`src/rtl/icache_axi_refill_master_pkg.sv`:
```
// Shared AXI encodings and the refill FSM state type for the I-cache refill master.
package icache_axi_refill_master_pkg;

  localparam logic [2:0] AXI_SIZE_WORD  = 3'b010;
  localparam logic [1:0] AXI_BURST_INCR = 2'b01;
  localparam logic [1:0] AXI_RESP_OKAY  = 2'b00;

  typedef enum logic [1:0] {
    StIdle,
    StAddr,
    StData,
    StDone
  } refill_state_e;

endpackage

```
`src/rtl/icache_axi_refill_master.sv`:
```
// Turns an I-cache line-refill request into one INCR AXI read burst and returns
// each beat to the cache with I_wait low for exactly that cycle.
module icache_axi_refill_master
  import icache_axi_refill_master_pkg::*;
#(
  parameter int unsigned ADDR_W = 32,
  parameter int unsigned DATA_W = 32,
  parameter int unsigned ID_W   = 4,
  parameter logic [ID_W-1:0] M_ID = '0,
  parameter int unsigned BEATS  = 4
) (
  input  logic              clk,
  input  logic              rst,
  input  logic              I_req,
  input  logic [ADDR_W-1:0] I_addr,
  input  logic              I_write,
  output logic [DATA_W-1:0] I_out,
  output logic              I_wait,
  output logic [ID_W-1:0]   ARID_M0,
  output logic [ADDR_W-1:0] ARADDR_M0,
  output logic [7:0]        ARLEN_M0,
  output logic [2:0]        ARSIZE_M0,
  output logic [1:0]        ARBURST_M0,
  output logic              ARVALID_M0,
  input  logic              ARREADY_M0,
  input  logic [ID_W-1:0]   RID_M0,
  input  logic [DATA_W-1:0] RDATA_M0,
  input  logic [1:0]        RRESP_M0,
  input  logic              RLAST_M0,
  input  logic              RVALID_M0,
  output logic              RREADY_M0,
  output logic              refill_err
);

  localparam int unsigned CntW = (BEATS > 1) ? $clog2(BEATS) : 1;
  localparam logic [CntW-1:0] LastBeat = CntW'(BEATS - 1);

  refill_state_e     state_q, state_d;
  logic              arvalid_q, arvalid_d;
  logic              rready_q, rready_d;
  logic [ADDR_W-1:0] araddr_q, araddr_d;
  logic [CntW-1:0]   beat_cnt_q, beat_cnt_d;
  logic              err_q, err_d;
  logic              drain_q, drain_d;
  logic              beat, id_ok, at_last, deliver;

  // Offset bits inside the line are discarded by the alignment below.
  logic unused_addr_lsb;
  assign unused_addr_lsb = ^I_addr[3:0];

  assign beat    = RVALID_M0 && rready_q;
  assign id_ok   = (RID_M0 == M_ID);
  assign at_last = (beat_cnt_q == LastBeat);

  always_comb begin
    state_d    = state_q;
    arvalid_d  = arvalid_q;
    rready_d   = rready_q;
    araddr_d   = araddr_q;
    beat_cnt_d = beat_cnt_q;
    drain_d    = drain_q;
    err_d      = 1'b0;
    deliver    = 1'b0;
    I_wait     = 1'b0;

    unique case (state_q)
      StIdle: begin
        // Drop trailing beats of a burst that overran its length.
        if (drain_q && beat && RLAST_M0) begin
          drain_d  = 1'b0;
          rready_d = 1'b0;
        end
        if (I_req) begin
          if (I_write) begin
            err_d = 1'b1;
          end else if (drain_q) begin
            I_wait = 1'b1;
          end else begin
            I_wait    = 1'b1;
            araddr_d  = {I_addr[ADDR_W-1:4], 4'b0000};
            arvalid_d = 1'b1;
            state_d   = StAddr;
          end
        end
      end

      StAddr: begin
        I_wait = 1'b1;
        if (ARREADY_M0) begin
          arvalid_d = 1'b0;
          rready_d  = 1'b1;
          state_d   = StData;
        end
      end

      StData: begin
        I_wait = 1'b1;
        if (beat) begin
          if (!id_ok) begin
            // Foreign ID: consume the beat but never hand it to the cache.
            err_d = 1'b1;
          end else begin
            deliver    = 1'b1;
            I_wait     = 1'b0;
            beat_cnt_d = beat_cnt_q + CntW'(1);
            if (RRESP_M0 != AXI_RESP_OKAY) err_d = 1'b1;
            if (RLAST_M0 != at_last) err_d = 1'b1;
            if (RLAST_M0 || at_last) begin
              rready_d   = 1'b0;
              beat_cnt_d = '0;
              drain_d    = !RLAST_M0;
              state_d    = StDone;
            end
          end
        end
      end

      StDone: begin
        rready_d = drain_q;
        state_d  = StIdle;
      end

      default: state_d = StIdle;
    endcase

    I_out = deliver ? RDATA_M0 : '0;
  end

  always_ff @(posedge clk) begin
    if (rst) begin
      state_q    <= StIdle;
      arvalid_q  <= 1'b0;
      rready_q   <= 1'b0;
      araddr_q   <= '0;
      beat_cnt_q <= '0;
      err_q      <= 1'b0;
      drain_q    <= 1'b0;
    end else begin
      state_q    <= state_d;
      arvalid_q  <= arvalid_d;
      rready_q   <= rready_d;
      araddr_q   <= araddr_d;
      beat_cnt_q <= beat_cnt_d;
      err_q      <= err_d;
      drain_q    <= drain_d;
    end
  end

  assign ARID_M0    = M_ID;
  assign ARADDR_M0  = araddr_q;
  assign ARLEN_M0   = 8'(BEATS - 1);
  assign ARSIZE_M0  = AXI_SIZE_WORD;
  assign ARBURST_M0 = AXI_BURST_INCR;
  assign ARVALID_M0 = arvalid_q;
  assign RREADY_M0  = rready_q;
  assign refill_err = err_q;

endmodule

```
`config.mk`:
```
export PLATFORM = sky130hd
export DESIGN_NAME = icache_axi_refill_master
export DESIGN_NICKNAME = d
export VERILOG_FILES = /design/src/rtl/icache_axi_refill_master_pkg.sv /design/src/rtl/icache_axi_refill_master.sv
export SDC_FILE = /design/constraint.sdc
export NUM_CORES = 1
export LEC_CHECK = 0
export ABC_AREA = 1
export CORE_MARGIN = 2
export CORE_UTILIZATION = 37
export CTS_BUF_LIST = sky130_fd_sc_hd__clkbuf_8
export CTS_CLUSTER_SIZE = 14
export DETAILED_ROUTE_END_ITERATION = 12
export PLACE_DENSITY = 0.94
export REMOVE_ABC_BUFFERS = 1
export SETUP_SLACK_MARGIN = 0.2
export SLEW_MARGIN = 20
export SYNTH_ARGS = -nofsm -noshare
export SYNTH_HDL_FRONTEND = slang
export SYNTH_SLANG_ARGS = --single-unit
```
`constraint.sdc`:
```
create_clock -name clk -period 4.1 [get_ports clk]
set_input_delay 0.82 -clock clk [delete_from_list [all_inputs] [get_ports clk]]
set_output_delay 0.82 -clock clk [all_outputs]
set_load 0.01 [all_outputs]
```
## Word level (Yosys, flattened, before mapping)

Index checks and enable logic that the tools add are counted.

- Add/sub/neg operators: 1
- Equality and inequality tests: 13
- Muxes and demuxes: 40
- Bitwise logic cells: 2
- Reduce and logical (&&, ||, !) cells: 16

Operators with widths:

| operator | number |
|---|---|
| $mux W32 | 1 |
| $mux W1 | 25 |
| $mux W2 | 8 |
| $ne A2 B2 Y1 const B | 8 |
| $reduce_and A5 Y1 | 3 |
| $pmux W2 S4 | 1 |
| $reduce_and A7 Y1 | 1 |
| $eq A2 B2 Y1 const B | 3 |
| $pmux W1 S2 | 3 |
| $reduce_bool A2 Y1 | 3 |
| $logic_not A4 Y1 | 1 |
| $pmux W1 S4 | 1 |
| $reduce_and A4 Y1 | 1 |
| $logic_and A1 B1 Y1 | 3 |
| $pmux W1 S3 | 1 |
| $reduce_and A3 Y1 | 1 |
| $add A2 B1 Y2 const B | 1 |
| $eq A2 B1 Y1 const B | 1 |
| $logic_not A2 Y1 | 1 |
| $not A1 Y1 | 2 |
| $logic_not A1 Y1 | 1 |
| $logic_or A1 B1 Y1 | 1 |
| $ne A1 B1 Y1 | 1 |

- Bits in registers: 36
- Bits of input ports: 77
- Output and inout bits: 85

## Depth between registers and ports, before layout

Gate-level depths: netlist (run 1).

- Depth after elaboration: 6
- Mapped depth: 10
- Mapped depth without buffers: 9

## Least setup slack after synthesis (run 1)

No wires, ideal clock.

- Path type: input to output
- Start: in RID_M0[1]
- End: out I_out[26]
- Arrival time: 1,588 ps
- Slack: 1,692 ps
- Cell stages on the path: 6
- Cells stage by stage: nor2_1 > nand2_2 > nor2_4 > inv_2 > buf_6 > nor2_1

- Word-level cells in the longest chain between the ends: 5

RTL lines:

| what | line | text |
|---|---|---|
| start: declaration | icache_axi_refill_master.sv:26 | `input logic [ID_W-1:0] RID_M0,` |
| $logic_not A4 Y1 | icache_axi_refill_master.sv:52 | `assign id_ok = (RID_M0 == M_ID);` |
| $mux W1 | icache_axi_refill_master.sv:99 | `if (!id_ok) begin` |
| $mux W1 | icache_axi_refill_master.sv:98 | `if (beat) begin` |
| $mux W1 | icache_axi_refill_master.sv:66 | `unique case (state_q)` |
| $mux W32 | icache_axi_refill_master.sv:126 | `I_out = deliver ? RDATA_M0 : '0;` |
| end: declaration | icache_axi_refill_master.sv:17 | `output logic [DATA_W-1:0] I_out,` |

No other way between the ends.

## Worst setup path after layout (run 1)

- Start: in RID_M0[1]
- End: out I_out[5]

Same word-level chain as after synthesis.

==> reports/results.ini, run 1 <==
[synth]
synthCells = 312
synthFlopType = dfxtp_1
netlist_top_cells_count = 97 x nor2_1, 47 x inv_1, 36 x dfxtp_1, 24 x nand2_1, 22 x buf_4
synth-edff-count = 0
ys_seq_elements = 36
yosys_warnings = 0
netlist_top_cells_area = dfxtp_1 34%, nor2_1 17%, inv_1 8.4%, buf_4 7.9%, o21ai_0 4.8%
postSynthAreaPerCell_um2 = 6.73
synth_top_area_share_pct = 34.3
yosysMostFrequentCell = nor2_1
synth_seq_area_share_pct = 34.3
synth_area_um2 = 2100
synth_area_leader_cell = dfxtp_1
ys_async_sr_fraction_pct = 0
synth_cell_types = 27

[global_route]
grtUsageTotal_pct = 18.2
overflow = 0
grt_pass1_vias = 2083
antenna_found_initial = 0
grt_start_max_net_pins = 35
grt_pass1_wl_um = 9000

[floorplan]
rows = 27
coreArea_um2 = 5510
start_util_pct = 38.1
design.die.area_um2 = 6290
die_h_um = 79.3
die_w_um = 79.3
pin_count = 162

[sta]
setup_tns_ns = 0
grt_setup_unrepaired = no
drv_slew = 0
worst_slew_pin_slew_ns = 0.965
hold_viol = 0
max_slew_margin_pct = 35.6
fmax_ghz = 0.285
period_needed_ns = 3.51
setup-violations-final = 0
fin_crit_sh_pct = 85.5
skew_ns = 0.00308
hold_ws_ns = 0.476

[clock_network]
ctsResizeCount = 0
cts.sink_count = 36
cts_root_buffer = clkbuf_8
path_clk_slew_ns = 0.07
htree_levels = 2
cts_tree = built
numCtsBuffers = 5
worstSkewPairLatency_ns = 0.28
clock_path_buffers = 2
ctsHoldBuffers = 0
cts_setup_buffers = 0

[power]
powerDensity_nw_per_um2 = 417
total_leakage_power_uw = 0.00156
ir_worst_vdd_mv = 0.244

[setup_path]
path_class = input pin to primary output
timing.rr.start = state_q[0]
start_kind = input pin
crit_fanout = 33
worstPathRequired_ns = 3.28
setup.worst_path.start = RID_M0[1]
cp-end-kind = primary output
worstPathArrival_ns = 2.69

[drt]
wl_per_cell_um = 11.4
drc = 0
num_vias = 2233
vias_per_cell = 4.36
drtIter0Drc = 70
ant_nets = 0
firstDrtPassIters = 4
wl_um = 5820

[worst_hold_path]
hp-class = flip-flop to flip-flop
hold_path_startpoint = beat_cnt_q[1]

[place]
dp_hpwl_um = 4620
dp_cells = 505
gp_congestion = 0.865
port_buffers = 136

[job]
maxCapViolations = 0

[outcome]
status = finished, final reports clean

[finish]
drive_gt1_share_pct = 5.45
multi_input_area_um2 = 992
fin_nets = 524
register_area_um2 = 721
area_growth_syn_to_layout_pct = 64.4
nFillCells = 474
final_cells = 512
diodes = 0

state kept, by name, summed over array words and instances (netlist names):
name / flops
state_q: 2
ARVALID_M0: 1
RREADY_M0: 1
ARADDR_M0: 28
drain_q: 1
refill_err: 1
beat_cnt_q: 2
where the power goes:
part           leakage [uW]  switching (uW)  internal [uW]  total (uW)
logic               0.00122             359            326         685
clock network     0.0000503             123            150         272
registers          0.000295            51.1            430         482
total               0.00156             533            906        1440
per-stage QoR:
stage	instance area (um2)	power (uW)	utilization [%]	setup WS (ns)
after global placement	3350	1150	60.9	0.666
final	3450	1440	62.7	0.594
after floorplan	1900	876	-	1.67
after detailed placement	3350	1180	60.9	0.608
after global routing	3450	1560	62.7	0.451
after CTS	3450	1450	62.7	0.607
kinds of logic after synthesis:
| kind of cell | share of synthesized area [%] |
|---|---|
| AO/OA/AOI/OAI | 10.5 |
| adder cells (fa/ha/maj) | 4.17 |
| buffers and inverters | 21.8 |
| flip-flops | 34.3 |
| other | 0.358 |
| AND/OR/NAND/NOR | 28.8 |
cells in the final DEF (no fill, tap or decap):
| master | n |
|---|---|
| nand2_1 | 24 |
| o21ai_1 | 8 |
| clkdlybuf4s50_1 | 136 |
| ha_1 | 7 |
| nand3_1 | 9 |
| nand3b_4 | 1 |
| a21oi_1 | 5 |
| nor2_4 | 2 |
| nor2_2 | 8 |
| nor2_1 | 97 |
| o211a_1 | 1 |
| inv_1 | 47 |
| and3_1 | 1 |
| o21ai_2 | 2 |
| clkbuf_8 | 7 |
| dfxtp_1 | 36 |
| o21ai_0 | 20 |
| conb_1 | 21 |
| nand2_2 | 1 |
| a31oi_1 | 1 |
| inv_2 | 2 |
| o21bai_1 | 3 |
| inv_4 | 1 |
critical path, stage by stage:
cell and delay [ns]:
clkdlybuf4s50_1 0.40, nor2_1 0.18, nand2_2 0.13, nor2_4 0.16, inv_2 0.23, nor2_1 0.20, clkdlybuf4s50_1 0.55
layout make-up:
cell class	instances	area share, %
multi-input combinational	211	28.8
tap	72	2.61
timing repair buffer	136	39.4
sequential	36	20.9
clock buffer	7	2.79
inverter	50	5.51
per-layer routing:
layer,vias to the layer above,track usage (%),share of wire (%),wire (um)
met5,-,0,0,0
met4,0,8.28,2.3,134
met3,11,6.36,10,607
met2,110,35.2,52,3020
met1,965,16.9,35,2060
li1,1147,-,-,-
worst paths after layout:
check | to | depth (start not counted) | slack (ns)
setup / recovery | I_out[5] | 7 | 0.59
hold / removal | beat_cnt_q[1] | 2 | 0.48
setup reg to reg | ARADDR_M0[17] | 6 | 2.27
hold reg to reg | beat_cnt_q[1] | 2 | 0.48
No activity file was read; power rests on OpenSTA's default activity.
==> inputs of run 2 (changes only) <==
--- a/config.mk
+++ b/config.mk
@@ -11,6 +11,7 @@
 export CTS_BUF_LIST = sky130_fd_sc_hd__clkbuf_8
 export CTS_CLUSTER_SIZE = 14
 export DETAILED_ROUTE_END_ITERATION = 12
+export GPL_TIMING_DRIVEN = 0
 export PLACE_DENSITY = 0.94
 export REMOVE_ABC_BUFFERS = 1
 export SETUP_SLACK_MARGIN = 0.2
==> run 2 against run 1 <==
Against the previous run: final cell count did not move; largest cell class unchanged; via count fell by 0.54%; non-clock buffer count stayed put; critical path type unchanged; utilization stayed put.
==> reports/results.ini, run 2 (same netlist as run 1, synthesis figures left out) <==
[outcome]
status = finished, final reports clean

[finish]
area_growth_syn_to_layout_pct = 64.4
fin_nets = 524
multi_input_area_um2 = 992
nFillCells = 481
final_cell_mix = 136 x clkdlybuf4s50_1, 97 x nor2_1, 47 x inv_1
final_common_cell = clkdlybuf4s50_1
drive_gt1_share_pct = 5.45
final_cells = 512
largest_reg_flops = 28
register_area_um2 = 721
diodes = 0

[global_route]
overflow = 0
use_met2_pct = 37.7
grtUsageTotal_pct = 18.5
grtUsageMet1_pct = 16.8
antenna_found_initial = 0
grt_busiest_layer = met2
grt_pass1_wl_um = 9200
grt_pass1_vias = 2062
grt_start_max_net_pins = 35
globalRouteMet3Util_pct = 6.25

[clock_network]
path_clk_slew_ns = 0.07
clock_path_buffers = 2
ctsHoldBuffers = 0
cts_setup_buffers = 0
numCtsBuffers = 5
worstSkewPairLatency_ns = 0.28
cts_tree = built
htree_levels = 2
ctsResizeCount = 0
cts_root_buffer = clkbuf_8
cts.sink_count = 36

[sta]
skew_ns = 0.00218
drv_slew = 0
fin_crit_sh_pct = 85.2
setup-violations-final = 0
hold_viol = 0
grt_setup_unrepaired = no
worst_slew_pin_slew_ns = 0.953
max_slew_margin_pct = 36.4
period_needed_ns = 3.49
setup_ws_ns = 0.607
setup_tns_ns = 0
fmax_ghz = 0.286

[power]
ir_worst_vdd_mv = 0.223
total_leakage_power_uw = 0.00156
powerDensity_nw_per_um2 = 417

[setup_path]
cp_cell_sequence = clkdlybuf4s50_1 -> nor2_1 -> nand2_2 -> nor2_4 -> inv_2 -> nor2_1 -> clkdlybuf4s50_1
worstPathRequired_ns = 3.28
path_class = input pin to primary output
slowest_delay_ns = 0.55
cp-end-kind = primary output
crit_fanout = 33
worst_r2r_path_depth = 6
worst-path-stages = 7
worstPathArrival_ns = 2.67
crit_family = buffers and inverters
crit_path_top_delay_cell = clkdlybuf4s50_1
crit_buf_inv = 3
start_kind = input pin

[place]
preCtsSetupSlack_ns = 0.615
dp_cells = 505
port_buffers = 136
dp_hpwl_um = 4590
gp_congestion = 0.863

[drt]
ant_nets = 0
num_vias = 2221
wl_um = 5790
vias_per_cell = 4.34
firstDrtPassIters = 4
drc = 0
drtIter0Drc = 80
wl_per_cell_um = 11.3

[floorplan]
start_util_pct = 38.1
rows = 27
design.die.area_um2 = 6290
pin_count = 162
coreArea_um2 = 5510
die_h_um = 79.3
die_w_um = 79.3

[worst_hold_path]
whs_path_depth = 2
hp-class = flip-flop to flip-flop

[job]
maxCapViolations = 0

## run 2: through the flow
| step | power, uW | instance area (um2) | util [%] | hold slack (ns) |
|---|---|---|---|---|
| floorplan | 876 | 1900 | - | 0.443 |
| global placement | 1150 | 3350 | 60.9 | 0.460 |
| detailed placement | 1180 | 3350 | 60.9 | 0.472 |
| CTS | 1460 | 3450 | 62.7 | 0.486 |
| global route | 1560 | 3450 | 62.7 | 0.500 |
| finish | 1440 | 3450 | 62.7 | 0.475 |
## run 2: layout make-up
type                            instances  share of cell area [%]
Timing Repair Buffer                  136                    39.4
Clock buffer                            7                    2.79
Inverter                               50                    5.51
Sequential cell                        36                    20.9
Tap cell                               72                    2.61
Multi-Input combinational cell        211                    28.8
## run 2: report_power, final
part,switching [uW],internal [uW]
clock network,121,150
logic,358,326
registers,51.5,431
## run 2: routing by layer
layer | vias to the layer above | part of all wire, %
li1 | 1146 | -
met1 | 962 | 35
met2 | 109 | 54
met3 | 4 | 10
met4 | 0 | 0.90
met5 | - | 0
## run 2: worst paths after layout
path,from,to,slack [ns]
max,RID_M0[1],I_out[13],0.61
max reg2reg,state_q[0],ARADDR_M0[23],2.29
min,beat_cnt_q[1],beat_cnt_q[1],0.48
min reg2reg,beat_cnt_q[1],beat_cnt_q[1],0.48
## run 2: worst reg2reg max path: stages, from the launching register on
cell and delay (ns):
dfxtp_1 0.36, inv_1 0.10, ha_1 0.37, nand3b_4 0.35, inv_4 0.37, nor2_1 0.08, nor2_1 0.12
==> inputs of run 3 (changes only) <==
--- a/config.mk
+++ b/config.mk
@@ -7,12 +7,12 @@
 export LEC_CHECK = 0
 export ABC_AREA = 1
 export CORE_MARGIN = 2
-export CORE_UTILIZATION = 37
+export CORE_UTILIZATION = 35
 export CTS_BUF_LIST = sky130_fd_sc_hd__clkbuf_8
 export CTS_CLUSTER_SIZE = 14
 export DETAILED_ROUTE_END_ITERATION = 12
 export GPL_TIMING_DRIVEN = 0
-export PLACE_DENSITY = 0.94
+export PLACE_DENSITY = 0.9
 export REMOVE_ABC_BUFFERS = 1
 export SETUP_SLACK_MARGIN = 0.2
 export SLEW_MARGIN = 20
==> constraint.sdc (replaced) <==
create_clock -name clk -period 3.9 [get_ports clk]
set_input_delay 0.78 -clock clk [delete_from_list [all_inputs] [get_ports clk]]
set_output_delay 0.78 -clock clk [all_outputs]
set_load 0.01 [all_outputs]
==> run 3 against run 2 <==
Against the previous run: final cell count up 0.98%; global-route usage shrank 1.2 points; clock skew increased by 0.0062 ns; clock-buffer cell count shrank 2.
==> reports/results.ini, run 3 (same netlist as run 1, synthesis figures left out) <==
[drt]
firstDrtPassIters = 4
num_vias = 2225
ant_nets = 0
drtIter0Drc = 75
wl_um = 5780
vias_per_cell = 4.30
drc = 0
wl_per_cell_um = 11.2

[floorplan]
start_util_pct = 35.9
rows = 28
design.die.area_um2 = 6630
coreArea_um2 = 5850
die_w_um = 81.5
pin_count = 162
die_h_um = 81.5

[clock_network]
cts_tree = built
clock_path_buffers = 2
worstSkewPairLatency_ns = 0.29
cts_setup_buffers = 0
path_clk_slew_ns = 0.07
cts_root_buffer = clkbuf_8
numCtsBuffers = 5
htree_levels = 2
cts.sink_count = 36
ctsResizeCount = 0
ctsHoldBuffers = 0

[setup_path]
start_kind = input pin
crit_path_top_delay_cell = clkdlybuf4s50_1
cp-end-kind = primary output
crit_buf_inv = 3
slowest_delay_ns = 0.57
worstPathRequired_ns = 3.12
crit_family = buffers and inverters
worstPathArrival_ns = 2.63
rrSetupSlack_ns = 2.10
cp_cell_sequence = clkdlybuf4s50_1 -> nor2_1 -> nand2_2 -> nor2_4 -> inv_2 -> nor2_1 -> clkdlybuf4s50_1
path_class = input pin to primary output
crit_fanout = 33

[sta]
hold_viol = 0
period_needed_ns = 3.41
skew_ns = 0.00838
setup-violations-final = 0
setup_tns_ns = 0
fin_crit_sh_pct = 87.5
worst_slew_pin_slew_ns = 0.942
max_slew_margin_pct = 37.2
grt_setup_unrepaired = no
fmax_ghz = 0.293
drv_slew = 0

[finish]
largest_reg_flops = 28
fin_nets = 524
final_cells = 517
nFillCells = 531
final_cell_mix = 136 x clkdlybuf4s50_1, 97 x nor2_1, 47 x inv_1
drive_gt1_share_pct = 5.67
final_common_cell = clkdlybuf4s50_1
area_growth_syn_to_layout_pct = 65.4

[place]
dp_cells = 508
dp_hpwl_um = 4640
gp_congestion = 0.875
port_buffers = 136

[global_route]
antenna_found_initial = 1
grt_pass1_vias = 2017
grtUsageTotal_pct = 17.3
grt_pass1_wl_um = 8830
overflow = 0
grt_start_max_net_pins = 35

[worst_hold_path]
hp-class = flip-flop to flip-flop

[outcome]
status = finished, final reports clean

[power]
ir_worst_vdd_mv = 0.326
total_leakage_power_uw = 0.00157
powerDensity_nw_per_um2 = 446

[job]
maxCapViolations = 0

==> run 3: area by class of cell <==
cell class,instances,area (um2),area share (%)
Sequential cell,36,721,20.8
Clock inverter,3,42.5,1.23
Clock buffer,5,68.8,1.98
Antenna cell,1,2.50,0.0721
Tap cell,75,93.8,2.70
Inverter,50,190,5.48
Timing Repair Buffer,136,1360,39.2
Multi-Input combinational cell,211,992,28.6
==> run 3: per-stage QoR <==
step	setup WS (ns)	total power, uW	cell area (um2)	utilization [%]	hold slack (ns)
detailed placement	0.475	1230	3360	57.4	0.470
finish	0.489	1550	3470	59.3	0.482
floorplan	1.55	921	1900	-	0.443
global placement	0.534	1210	3360	57.4	0.457
CTS	0.468	1560	3470	59.3	0.488
global route	0.341	1680	3470	59.3	0.507
==> run 3: worst paths after layout <==
check	cells after the start	startpoint	endpoint
max	7	RID_M0[1]	I_out[17]
min	2	ARADDR_M0[26]	ARADDR_M0[26]
max reg2reg	7	state_q[0]	beat_cnt_q[1]
min reg2reg	2	ARADDR_M0[26]	ARADDR_M0[26]
==> run 3: routing by layer <==
metal	part of all wire, %	track usage [%]
met1	37	16.3
met2	51	33.4
met3	12	7.36
met4	0.52	5.59
met5	0	0
==> run 3: power by group <==
| part | internal (uW) | switching, uW | total, uW |
|---|---|---|---|
| Clock | 189 | 139 | 328 |
| Combinational | 344 | 370 | 714 |
| Sequential | 452 | 53.2 | 506 |
| Total | 985 | 562 | 1550 |
==> run 3: worst register-to-register path, stage by stage (launching register included) <==
cell	delay [ns]
dfxtp_1	0.41
inv_1	0.09
ha_1	0.31
nand2_1	0.17
nor2_4	0.06
inv_2	0.42
nand2_1	0.10
a21oi_1	0.17
==> RTL edit (config.mk and constraints of run 1) <==
Set the parameter `ID_W` to 6 (it was 4).
--- a/src/rtl/icache_axi_refill_master.sv
+++ b/src/rtl/icache_axi_refill_master.sv
@@ -6,5 +6,5 @@
   parameter int unsigned ADDR_W = 32,
   parameter int unsigned DATA_W = 32,
-  parameter int unsigned ID_W   = 4,
+  parameter int unsigned ID_W   = 6,
   parameter logic [ID_W-1:0] M_ID = '0,
   parameter int unsigned BEATS  = 4
Interface: changed (resized ARID_M0 and RID_M0); port bits go from 162 to 166. The function was not compared with the original's and may differ.
==> RTL edit against run 1 <==
  * Clock skew grew 0.0037 ns
  * Via count is 2.6% lower
  * Synthesized area decreased by 4.6%
  * Power shrank 3.5%
  * Register-to-register slack got worse by 0.25 ns
  * Setup slack gained 0.0045 ns
  * Sequential cell count stayed put
  * Cell area is 1.2% lower
  * Routed wire length shrank 0.36%
  * Critical path type unchanged
  * Global-route usage is 1.1 points higher
  * Largest power group unchanged
==> RTL edit: results (changes against run 1) <==
Status - finished clean
Comb_multi_in - 203 (-3.8%)
Multi-input combinational area share - 26.9% (-1.9 points)
R2r setup slk - 2.02 ns (-0.25 ns)
First drt pass iteration count - 5 (+1)
Seq/Total Area, Yosys - 36.0% (+1.7 points)
Peak supply drop - 0.297 mV (+22%)
Port bufs - 138 (+1.5%)
Seq/total area - 21.1% (+0.26 points)
Signal buffers share of area - 40.5% (+1.1 points)
Die ar. - 0.00602 mm2 (-4.4%)
Global-route wire length before repair - 9380 um (+4.3%)
Fillers - 449 (-5.3%)
Most common library cells after synthesis - nor2_1, inv_1, dfxtp_1
Clock skew - 0.00679 ns (+0.00371 ns)
Hpwl dp - 4690 um (+1.5%)
Non-clock buffers - 138 (+1.5%)
Register share of total power - 34.3% (+0.8 points)
Non-CTS inverters - 47 (-6.0%)
Routability cong. - 0.879 (+1.6%)
Worst Path Arrival - 2.68 ns (about the same)
GRT Total Usage - 19.3% (+1.1 points)
Vias in the first global route - 2180 (+4.7%)
Cell internal pwr - 934 uW (+3.1%)
Avg Inst Size Synth - 6.70 um2 (-0.44%)
Worst-margin pin slew - 0.860 ns (-0.105 ns)
Clock-cell share - 3.71% (+0.92 points)
Leak - 0.00154 uW (-1.5%)
Nets@finish - 517 (-1.3%)
-- RTL edit: changes by cell type in the layout (fill, tap and decap cells not counted), sizes merged, moves of 2 or more --
cell,delta
nand3,-2
o21ai,+3
a21oi,+4
nand2,-6
clkdlybuf4s50,+2
nor2,-6
conb,+2
o21bai,-2
inv,-3
-- RTL edit: per-stage QoR --
stage	hold WS (ns)	utilization [%]	worst slack (ns)	area (um2)	instances
floorplan	0.443	-	1.69	1810	286
global placement	0.460	63.4	0.663	3280	494
detailed placement	0.470	63.4	0.594	3280	494
CTS	0.488	65.9	0.591	3410	502
global route	0.505	65.9	0.412	3410	502
finish	0.481	65.9	0.599	3410	502
-- RTL edit: cells by family after synthesis --
group,share of synthesized area [%]
AO/OA/AOI/OAI,11.7
flip-flops,36.0
adder cells (fa/ha/maj),4.37
other,0.375
AND/OR/NAND/NOR,25.3
buffers and inverters,22.2
-- RTL edit: critical path: stages --
cell	delay (ns)
clkdlybuf4s50_1	0.40
nor2_1	0.15
nand3_1	0.13
nor2_2	0.19
inv_2	0.24
nor2_1	0.19
clkdlybuf4s50_1	0.56
-- RTL edit: path summary, 6_finish.rpt --
path                               from  cells after the start                         end
min          ARADDR_M0[16]$_SDFFE_PP0P_                      2  ARADDR_M0[16]$_SDFFE_PP0P_
max                           RID_M0[1]                      7                   I_out[12]
max reg2reg     state_q[0]$_SDFFE_PP0P_                      6  ARADDR_M0[22]$_SDFFE_PP0P_
min reg2reg  ARADDR_M0[16]$_SDFFE_PP0P_                      2  ARADDR_M0[16]$_SDFFE_PP0P_
-- RTL edit: layer usage --
layer	GRT usage, %	wire [um]	vias to the layer above	part of all wire, %
li1	-	-	1119	-
met1	17.4	2050	936	35
met2	38.4	3110	108	54
met3	7.33	506	11	8.7
met4	6.96	123	0	2.1
met5	0	0	-	0
